[src/rtl/mem_io_responder.sv]
// CPU memory/IO responder: RAM pass-through, UART RX/TX byte ports, TX FIFO with back-pressure.
// Optional cycle counter snapshot at 0x30004..0x30007 is built only when CYCLE_COUNTER_EN is defined.
module mem_io_responder #(
  parameter int TX_FIFO_DEPTH = 8,
  parameter int FULL_MARGIN   = 2
) (
  input  logic        clk_in,
  input  logic        rst_in,
  input  logic [31:0] mem_a,
  input  logic [7:0]  mem_dout,
  input  logic        mem_wr,
  output logic [7:0]  mem_din,
  output logic        io_buffer_full,
  output logic [16:0] ram_addr,
  output logic        ram_we,
  output logic [7:0]  ram_wdata,
  input  logic [7:0]  ram_rdata,
  output logic [7:0]  tx_data,
  output logic        tx_valid,
  input  logic        tx_ready,
  input  logic [7:0]  rx_data,
  input  logic        rx_valid,
  output logic        rx_ready,
  output logic        program_stop,
  output logic        tx_overflow
);

  localparam int AW = $clog2(TX_FIFO_DEPTH);
  localparam int CW = AW + 1;

  typedef enum logic [1:0] {SEL_ZERO, SEL_RAM, SEL_RX, SEL_CNT} src_sel_e;

  logic       io_acc, is_uart, is_stop, is_cnt, rd;
  logic [7:0] cnt_byte;
  logic       unused_hi;

  assign unused_hi = ^mem_a[31:18];

  assign io_acc  = (mem_a[17:16] == 2'b11);
  assign is_uart = (mem_a[17:0] == 18'h30000);
  assign is_stop = (mem_a[17:0] == 18'h30004);
  assign is_cnt  = (mem_a[17:2] == 16'hC001);
  assign rd      = !mem_wr;

  assign ram_addr  = mem_a[16:0];
  assign ram_wdata = mem_dout;
  assign ram_we    = mem_wr && !io_acc;
  assign rx_ready  = rd && is_uart && rx_valid;

`ifdef CYCLE_COUNTER_EN
  logic [31:0] cycle_cnt, snapshot;

  always_ff @(posedge clk_in) begin
    if (rst_in) begin
      cycle_cnt <= '0;
      snapshot  <= '0;
    end else begin
      cycle_cnt <= cycle_cnt + 32'd1;
      if (rd && is_cnt && (mem_a[1:0] == 2'd0)) snapshot <= cycle_cnt;
    end
  end

  // Byte 0 returns the live counter because the snapshot is taken in this same cycle.
  always_comb begin
    cnt_byte = 8'h00;
    case (mem_a[1:0])
      2'd0:    cnt_byte = cycle_cnt[7:0];
      2'd1:    cnt_byte = snapshot[15:8];
      2'd2:    cnt_byte = snapshot[23:16];
      default: cnt_byte = snapshot[31:24];
    endcase
  end
`else
  assign cnt_byte = 8'h00;
`endif

  src_sel_e   next_sel, src_sel;
  logic [7:0] next_io, io_rdata, din_hold, resp;
  logic       rd_pend;

  // NOTE: every output of an always_comb gets a default first so no path can infer a latch.
  always_comb begin
    next_sel = SEL_ZERO;
    next_io  = 8'h00;
    if (!io_acc) begin
      next_sel = SEL_RAM;
    end else if (is_uart) begin
      next_sel = SEL_RX;
      next_io  = rx_valid ? rx_data : 8'h00;
    end else if (is_cnt) begin
      next_sel = SEL_CNT;
      next_io  = cnt_byte;
    end
  end

  // NOTE: sequential state uses non-blocking assignments so every register samples pre-edge values.
  always_ff @(posedge clk_in) begin
    if (rst_in) begin
      rd_pend  <= 1'b0;
      src_sel  <= SEL_ZERO;
      io_rdata <= 8'h00;
      din_hold <= 8'h00;
    end else begin
      rd_pend <= rd;
      if (rd) begin
        src_sel  <= next_sel;
        io_rdata <= next_io;
      end
      if (rd_pend) din_hold <= resp;
    end
  end

  // RAM data arrives a cycle late, so it is muxed live and then held once the response cycle ends.
  assign resp    = (src_sel == SEL_RAM) ? ram_rdata : io_rdata;
  assign mem_din = rd_pend ? resp : din_hold;

  logic [7:0]    fifo_mem [TX_FIFO_DEPTH];
  logic [AW-1:0] wr_ptr, rd_ptr;
  logic [CW-1:0] count, count_next;
  logic          push_req, push_ok, pop, full, drop;
  logic [7:0]    push_data;

  assign push_req   = mem_wr && ((is_uart && (mem_dout != 8'h00)) || is_stop);
  assign push_data  = is_uart ? mem_dout : 8'h00;
  assign tx_valid   = (count != '0);
  assign tx_data    = fifo_mem[rd_ptr];
  assign pop        = tx_valid && tx_ready;
  assign full       = (count == CW'(TX_FIFO_DEPTH));
  assign push_ok    = push_req && (!full || pop);
  assign drop       = push_req && full && !pop;
  assign count_next = count + CW'(push_ok) - CW'(pop);

  always_ff @(posedge clk_in) begin
    if (rst_in) begin
      wr_ptr         <= '0;
      rd_ptr         <= '0;
      count          <= '0;
      io_buffer_full <= 1'b0;
      tx_overflow    <= 1'b0;
      program_stop   <= 1'b0;
    end else begin
      if (push_ok) wr_ptr <= wr_ptr + 1'b1;
      if (pop)     rd_ptr <= rd_ptr + 1'b1;
      count          <= count_next;
      io_buffer_full <= ((CW'(TX_FIFO_DEPTH) - count_next) <= CW'(FULL_MARGIN));
      if (drop) tx_overflow <= 1'b1;
      if (mem_wr && is_stop) program_stop <= 1'b1;
    end
  end

  // NOTE: storage is not reset; the count alone decides which entries are meaningful.
  always_ff @(posedge clk_in) begin
    if (push_ok && !rst_in) fifo_mem[wr_ptr] <= push_data;
  end

endmodule

[config.mk]
export PLATFORM = sky130hd
export DESIGN_NAME = mem_io_responder
export DESIGN_NICKNAME = d
export VERILOG_FILES = /design/src/rtl/mem_io_responder.sv
export SDC_FILE = /design/constraint.sdc
export NUM_CORES = 1
export LEC_CHECK = 0
export BUFFER_PORTS_ARGS = -buffer_cell sky130_fd_sc_hd__buf_2
export CAP_MARGIN = 20
export CORE_UTILIZATION = 55
export CTS_CLUSTER_DIAMETER = 80
export DETAILED_ROUTE_END_ITERATION = 10
export HOLD_SLACK_MARGIN = 0.1
export PLACE_DENSITY = 0.9
export SLEW_MARGIN = 10
export SYNTH_ARGS = -nofsm -noshare
export SYNTH_HDL_FRONTEND = slang
export SYNTH_SLANG_ARGS = --single-unit
[constraint.sdc]
create_clock -name clk_in -period 9.7 [get_ports clk_in]
set_input_delay 1.94 -clock clk_in [delete_from_list [all_inputs] [get_ports clk_in]]
set_output_delay 1.94 -clock clk_in [all_outputs]
set_load 0.005 [all_outputs]
* Word level (Yosys, flattened, before mapping)
Memory sizes are Yosys's and may differ from the RTL's. A register that Yosys moved wholly into a read port is not among the register bits.
Cells that the tools add are included.
** Word-level totals
- Memory bits (writable) :: 64
- Memories :: 1
- Word-level logic and storage cells :: 56
- Bits of input ports :: 61
- Flip-flop bits (word level) :: 32
- Output and inout bits :: 47
** Memory list
- fifo_mem :: depth 8, width 8, rd ports 1, clocked after Yosys merged registers in 1, wr ports 1, RTL line 117 : logic [7:0] fifo_mem [TX_FIFO_DEPTH];
** Operators by class
- $add $sub $neg :: 5
- Muxes and demuxes :: 13
- Reductions and logical operators :: 20
- $lt $le $gt $ge :: 1
- Equal/unequal tests :: 6
** Operator list (count)
- 8-bit two-way mux :: 6
- 18-bit equality test (second input constant) :: 2
- 16-bit equality test (second input constant) :: 1
- 1-bit logical AND :: 11
- 8-bit nonzero test :: 1
- 3-bit by 1-bit adder with 3-bit output (second input constant) :: 2
- 2-bit two-way mux :: 3
- 3-bit two-way mux :: 2
- 1-bit zero test :: 5
- 4-bit by 1-bit adder with 4-bit output :: 1
- 4-bit equality test (second input constant) :: 1
- 4-bit by 2-bit <= comparator with 1-bit output (second input constant) :: 1
- 4-bit nonzero test :: 1
- 4-bit by 1-bit subtractor with 4-bit output :: 1
- 4-bit subtractor (first input constant) :: 1
- 2-bit by 1-bit equality test with 1-bit output (second input constant) :: 1
- 2-bit equality test (second input constant) :: 1
- 1-bit logical OR :: 2
- 1-bit two-way mux :: 2

* Depth between registers and ports, before layout
- Depth after elaboration :: 9
- Depth in mapped cells :: 16

* Worst setup path before layout
No wires, ideal clock.
- Path kind :: input port to output port
- Start :: input mem_a[9]
- End :: output rx_ready
- Buffers on the path :: 1
- Cell stages on the path :: 4
- Arrival :: 2761 ps
- Setup slack :: 4999 ps
- Required time :: 7760 ps
- Path through :: nor4_2 -> and4_1 -> buf_4 -> and4_1
** Between the ends
- Cells in the longest elaborated chain, start to end :: 3
** RTL lines
- from (decl) :: RTL line 9 : input logic [31:0] mem_a,
- 18-bit equality test :: RTL line 40 : assign is_uart = (mem_a[17:0] == 18'h30000);
- 1-bit logical AND (2 in series) :: RTL line 48 : assign rx_ready = rd && is_uart && rx_valid;
- to (decl) :: RTL line 23 : output logic rx_ready,
Every way passes these cells.

* Final worst setup path
Same ends and word-level chain as after synthesis.

==> run summary <==
SYNTH
-----------------------------------------------------------------------------------------------
Number of synthesized register bits                                                          99
Synth unique cells                                                                           46
Post-synth top flop                                                                sky130_fd_sc_hd__edfxtp_1
Gate Count Post-Synth                                                                       344
Share of the synthesized area in the top cell type                                        0.423
Library cell with the largest summed area after synthesis                          sky130_fd_sc_hd__edfxtp_1
Portion of the post-synthesis area used by sequential elements                            0.578
Post-synth EDFFs                                                                             64
Netlist area before placement                                                        4540 sq um
Leading cell types by total area after synthesis                                   sky130_fd_sc_hd__edfxtp_1 42%, sky130_fd_sc_hd__dfxtp_1 15%, sky130_fd_sc_hd__mux4_1 9.3%
Count of synthesis-stage warnings from yosys                                                  0
Proportion of synthesized flip-flops having asynchronous set or reset                         0
Synthesized area per cell                                                            13.2 sq um
Net Count, Synth                                                                            416

DIE
-----------------------------------------------------------------------------------------------
Overall die area                                                                     8620 sq um
I/O pin count                                                                               108
Placeable core region                                                                7850 sq um
Vert. Die Dim                                                                           92.9 um
Initial core utilization                                                                  0.578
Die width                                                                               92.9 um
Core Rows                                                                                    32

GRT
-----------------------------------------------------------------------------------------------
Number of antenna violations at the first check in global routing                             0
Overall overflow remaining after global route                                                 0
Largest net degree at the start of global routing                                            29
Number of global-route vias before repair                                                  2917
Total global routing track utilization                                                    0.226
First-pass GRT wire length                                                              14.4 mm

CRITICAL PATH
-----------------------------------------------------------------------------------------------
Crit path cell chain                                                               buf_2 -> nor4_2 -> and4_1 -> and4_1 -> buf_2
Delay of the slowest cell on the worst path                                             0.61 ns
Startpoint of the most critical setup path                                             mem_a[9]
Crit path capture type                                                              output port
CP Launch Type                                                                       input port
Kind of cell adding the most delay to the critical path                            simple AND/OR/NAND/NOR gates
Critical path buffer and inverter count                                                       2
Worst-case reg-to-reg path depth                                                             14
Master of the slowest instance on the critical path                                sky130_fd_sc_hd__and4_1
Setup slack of the worst register-to-register path                                      6.51 ns
Start of the worst register-to-register path                                           count[2]
Critical path class                                                                   in -> out
Capture instance of the worst register-to-register path                            io_buffer_full
Worst Path Arrival                                                                      3.40 ns
Required time reported for the critical path endpoint                                   7.76 ns
Top fanout value on the critical path                                                        16

CLOCK NETWORK
-----------------------------------------------------------------------------------------------
Hold_buf cts                                                                                  0
CTS tree                                                                                  built
Post-cts gate resize count                                                                    0
Number of CTS-inserted buffers                                                                9
CTS H-Tree Depth                                                                              3
Maximum number of buffers from clock root to sink                                             2
Clk Latency, worst-skew pair                                                            0.36 ns
CTS Root Cell                                                                      sky130_fd_sc_hd__clkbuf_8
Clock input transition at the sequential cells of the worst setup and hold paths        0.09 ns
Number of clock sinks seen by CTS                                                            99
Count of buffers added by post-CTS timing repair for setup                                    0

DRT
-----------------------------------------------------------------------------------------------
Ratio of routed vias to standard cells                                                     5.77
Aggregate routed wire length                                                            9.22 mm
Remaining number of nets flagged by the antenna check after routing                           0
First drt pass iteration count                                                                5
Post-route DRC violation count                                                                0
Routed WL per cell                                                                      17.8 um
Vias after detailed routing                                                                2991
Starting DRC count in detailed routing                                                      183

POWER AND IR DROP
-----------------------------------------------------------------------------------------------
Static leakage power                                                                    1.85 nW
Total Power                                                                          0.000974 W
Max VDD drop                                                                         0.000106 V
Power Density                                                                       192 nW/um^2

STA
-----------------------------------------------------------------------------------------------
RSZ-0062 raised after global routing                                                      false
Final Hold Vio Count                                                                          0
Final min period                                                                        5.34 ns
Final clock skew                                                                      0.0103 ns
Maximum clock rate                                                                      187 MHz
Pins over their slew limit                                                                    0
Share of the cycle needed by the critical path after routing                              0.551
Setup tns final                                                                            0 ns
Setup Viol. Count Final                                                                       0
Slew at the pin with the worst max-slew slack                                           1.02 ns
Max transition margin                                                                     0.321

PLACEMENT
-----------------------------------------------------------------------------------------------
Detailed placer's ending HPWL                                                           6.57 mm
Gp weighted congestion                                                                    0.763
Port Buf Inserts                                                                             93

RUN STATUS
-----------------------------------------------------------------------------------------------
Outcome                                                                            complete, no violations

HOLD PATH
-----------------------------------------------------------------------------------------------
Type of the worst min-delay path                                                     reg -> reg
Min-Delay Endpoint                                                                   src_sel[1]
Hold Path Depth                                                                               2
Hold path start                                                                      src_sel[1]

FINISH
-----------------------------------------------------------------------------------------------
Number of inserted filler cells in the final layout                                         618
Seq. cell area                                                                       2620 sq um
Net count reported at finish                                                                483
Fraction of layout cells with a size suffix above 1                                       0.310
Relative area change from synthesis to final layout                                       11.8%
Ant. Diodes                                                                                   0
Area of the multi-input gates                                                        1600 sq um

JOB
-----------------------------------------------------------------------------------------------
Number of maximum-capacitance violations                                                      0

cells in the mapped netlist (4+ instances only):
cell and count:
sky130_fd_sc_hd__a21oi_1 13, sky130_fd_sc_hd__and2_1 10, sky130_fd_sc_hd__and3_1 10, sky130_fd_sc_hd__buf_4 26
sky130_fd_sc_hd__clkbuf_1 7, sky130_fd_sc_hd__dfxtp_1 35, sky130_fd_sc_hd__edfxtp_1 64, sky130_fd_sc_hd__ha_1 10
sky130_fd_sc_hd__inv_1 12, sky130_fd_sc_hd__mux2_2 9, sky130_fd_sc_hd__mux2i_1 9, sky130_fd_sc_hd__mux4_1 16
sky130_fd_sc_hd__nand2_1 16, sky130_fd_sc_hd__nand3_1 14, sky130_fd_sc_hd__nand4_1 4, sky130_fd_sc_hd__nor2_1 29
sky130_fd_sc_hd__nor3_1 6, sky130_fd_sc_hd__nor4_1 5, sky130_fd_sc_hd__o22ai_1 8, sky130_fd_sc_hd__xor2_1 4
worst reg2reg max path, cell delays in order (launching register included):
cell and delay [ns]:
sky130_fd_sc_hd__dfxtp_1 0.31, sky130_fd_sc_hd__inv_1 0.10, sky130_fd_sc_hd__ha_1 0.18, sky130_fd_sc_hd__or3b_2 0.49, sky130_fd_sc_hd__nand2_1 0.14, sky130_fd_sc_hd__inv_1 0.05
sky130_fd_sc_hd__ha_1 0.27, sky130_fd_sc_hd__inv_1 0.06, sky130_fd_sc_hd__ha_1 0.15, sky130_fd_sc_hd__inv_1 0.05, sky130_fd_sc_hd__fa_1 0.57, sky130_fd_sc_hd__ha_1 0.27
sky130_fd_sc_hd__a21oi_1 0.19, sky130_fd_sc_hd__nand4_1 0.13, sky130_fd_sc_hd__mux2i_1 0.18
per-layer routing:
layer | wire length (um) | GRT usage | part of all wire
met5 | 0 | 0 | 0
met4 | 204 | 0.0923 | 0.022
met3 | 585 | 0.0435 | 0.063
met2 | 4900 | 0.403 | 0.53
met1 | 3540 | 0.267 | 0.38
state kept, by name, summed over array words and instances, names as in the netlist, 2 cells and up, named ones only:
name / flops
rd_ptr: 3
din_hold: 8
count: 4
src_sel: 2
fifo_mem: 64
io_rdata: 8
wr_ptr: 3
placed cells by master (no fill, tap or decap), types with 2 or more instances in the layout:
cell | netlist | layout
sky130_fd_sc_hd__nand2_1 | 16 | 16
sky130_fd_sc_hd__nor4_1 | 5 | 3
sky130_fd_sc_hd__and3b_1 | 2 | 2
sky130_fd_sc_hd__nor4_2 | 2 | 4
sky130_fd_sc_hd__mux2_2 | 9 | 9
sky130_fd_sc_hd__clkinv_4 | 0 | 2
sky130_fd_sc_hd__dfxtp_1 | 35 | 35
sky130_fd_sc_hd__a31oi_1 | 2 | 2
sky130_fd_sc_hd__and4_1 | 3 | 3
sky130_fd_sc_hd__o22ai_1 | 8 | 8
sky130_fd_sc_hd__nor2_1 | 29 | 29
sky130_fd_sc_hd__buf_2 | 3 | 93
sky130_fd_sc_hd__buf_4 | 26 | 4
sky130_fd_sc_hd__clkbuf_8 | 0 | 10
sky130_fd_sc_hd__xor2_1 | 4 | 4
sky130_fd_sc_hd__and2_1 | 10 | 10
sky130_fd_sc_hd__nand4_1 | 4 | 4
sky130_fd_sc_hd__nand3_1 | 14 | 14
sky130_fd_sc_hd__clkinv_2 | 0 | 2
sky130_fd_sc_hd__a21oi_1 | 13 | 13
sky130_fd_sc_hd__ha_1 | 10 | 10
sky130_fd_sc_hd__nor3_1 | 6 | 6
sky130_fd_sc_hd__mux4_1 | 16 | 16
sky130_fd_sc_hd__nor2b_1 | 3 | 3
sky130_fd_sc_hd__inv_1 | 12 | 12
sky130_fd_sc_hd__edfxtp_1 | 64 | 64
sky130_fd_sc_hd__mux2i_1 | 9 | 9
sky130_fd_sc_hd__and3_1 | 10 | 10
worst max path at each step:
stage                    end  cells after the start
floorplan           rx_ready                      4
global route        rx_ready                      5
global placement    rx_ready                      5
finish              rx_ready                      5
detailed placement  rx_ready                      5
CTS                 rx_ready                      5
final cells by class:
class | instances | area share
clock inverter | 5 | 0.00715
sequential | 99 | 0.517
multi-input combinational | 190 | 0.315
tap | 102 | 0.0252
timing repair buffer | 98 | 0.0986
inverter | 13 | 0.00962
clock buffer | 11 | 0.0279
kinds of logic after synthesis:
group                    after synthesis  share of synthesized area
XOR/XNOR                               4                    0.00772
AO/OA/AOI/OAI                         32                     0.0469
flip-flops                            99                      0.578
AND/OR/NAND/NOR                      109                      0.128
multiplexers                          34                      0.135
buffers and inverters                 55                     0.0733
adder cells (fa/ha/maj)               11                     0.0320
report_power, final:
group,switching (W),internal [W],leakage (nW)
Clock,0.000137,0.000101,0.0937
Sequential,0.0000300,0.000460,0.802
Combinational,0.000116,0.000130,0.952
Total,0.000283,0.000691,1.85
per-stage QoR:
step                cells   util  setup slack [ns]  area [sq um]  hold slack [ns]
finish                518  0.647              4.36          5070            0.471
global route          518  0.647              4.27          5070            0.501
CTS                   516  0.645              4.36          5060            0.469
detailed placement    500  0.622              4.36          4880            0.456
global placement      500  0.622              4.40          4880            0.451
floorplan             344      -              5.00          4540            0.441
Power figures use the tool's default switching activity.
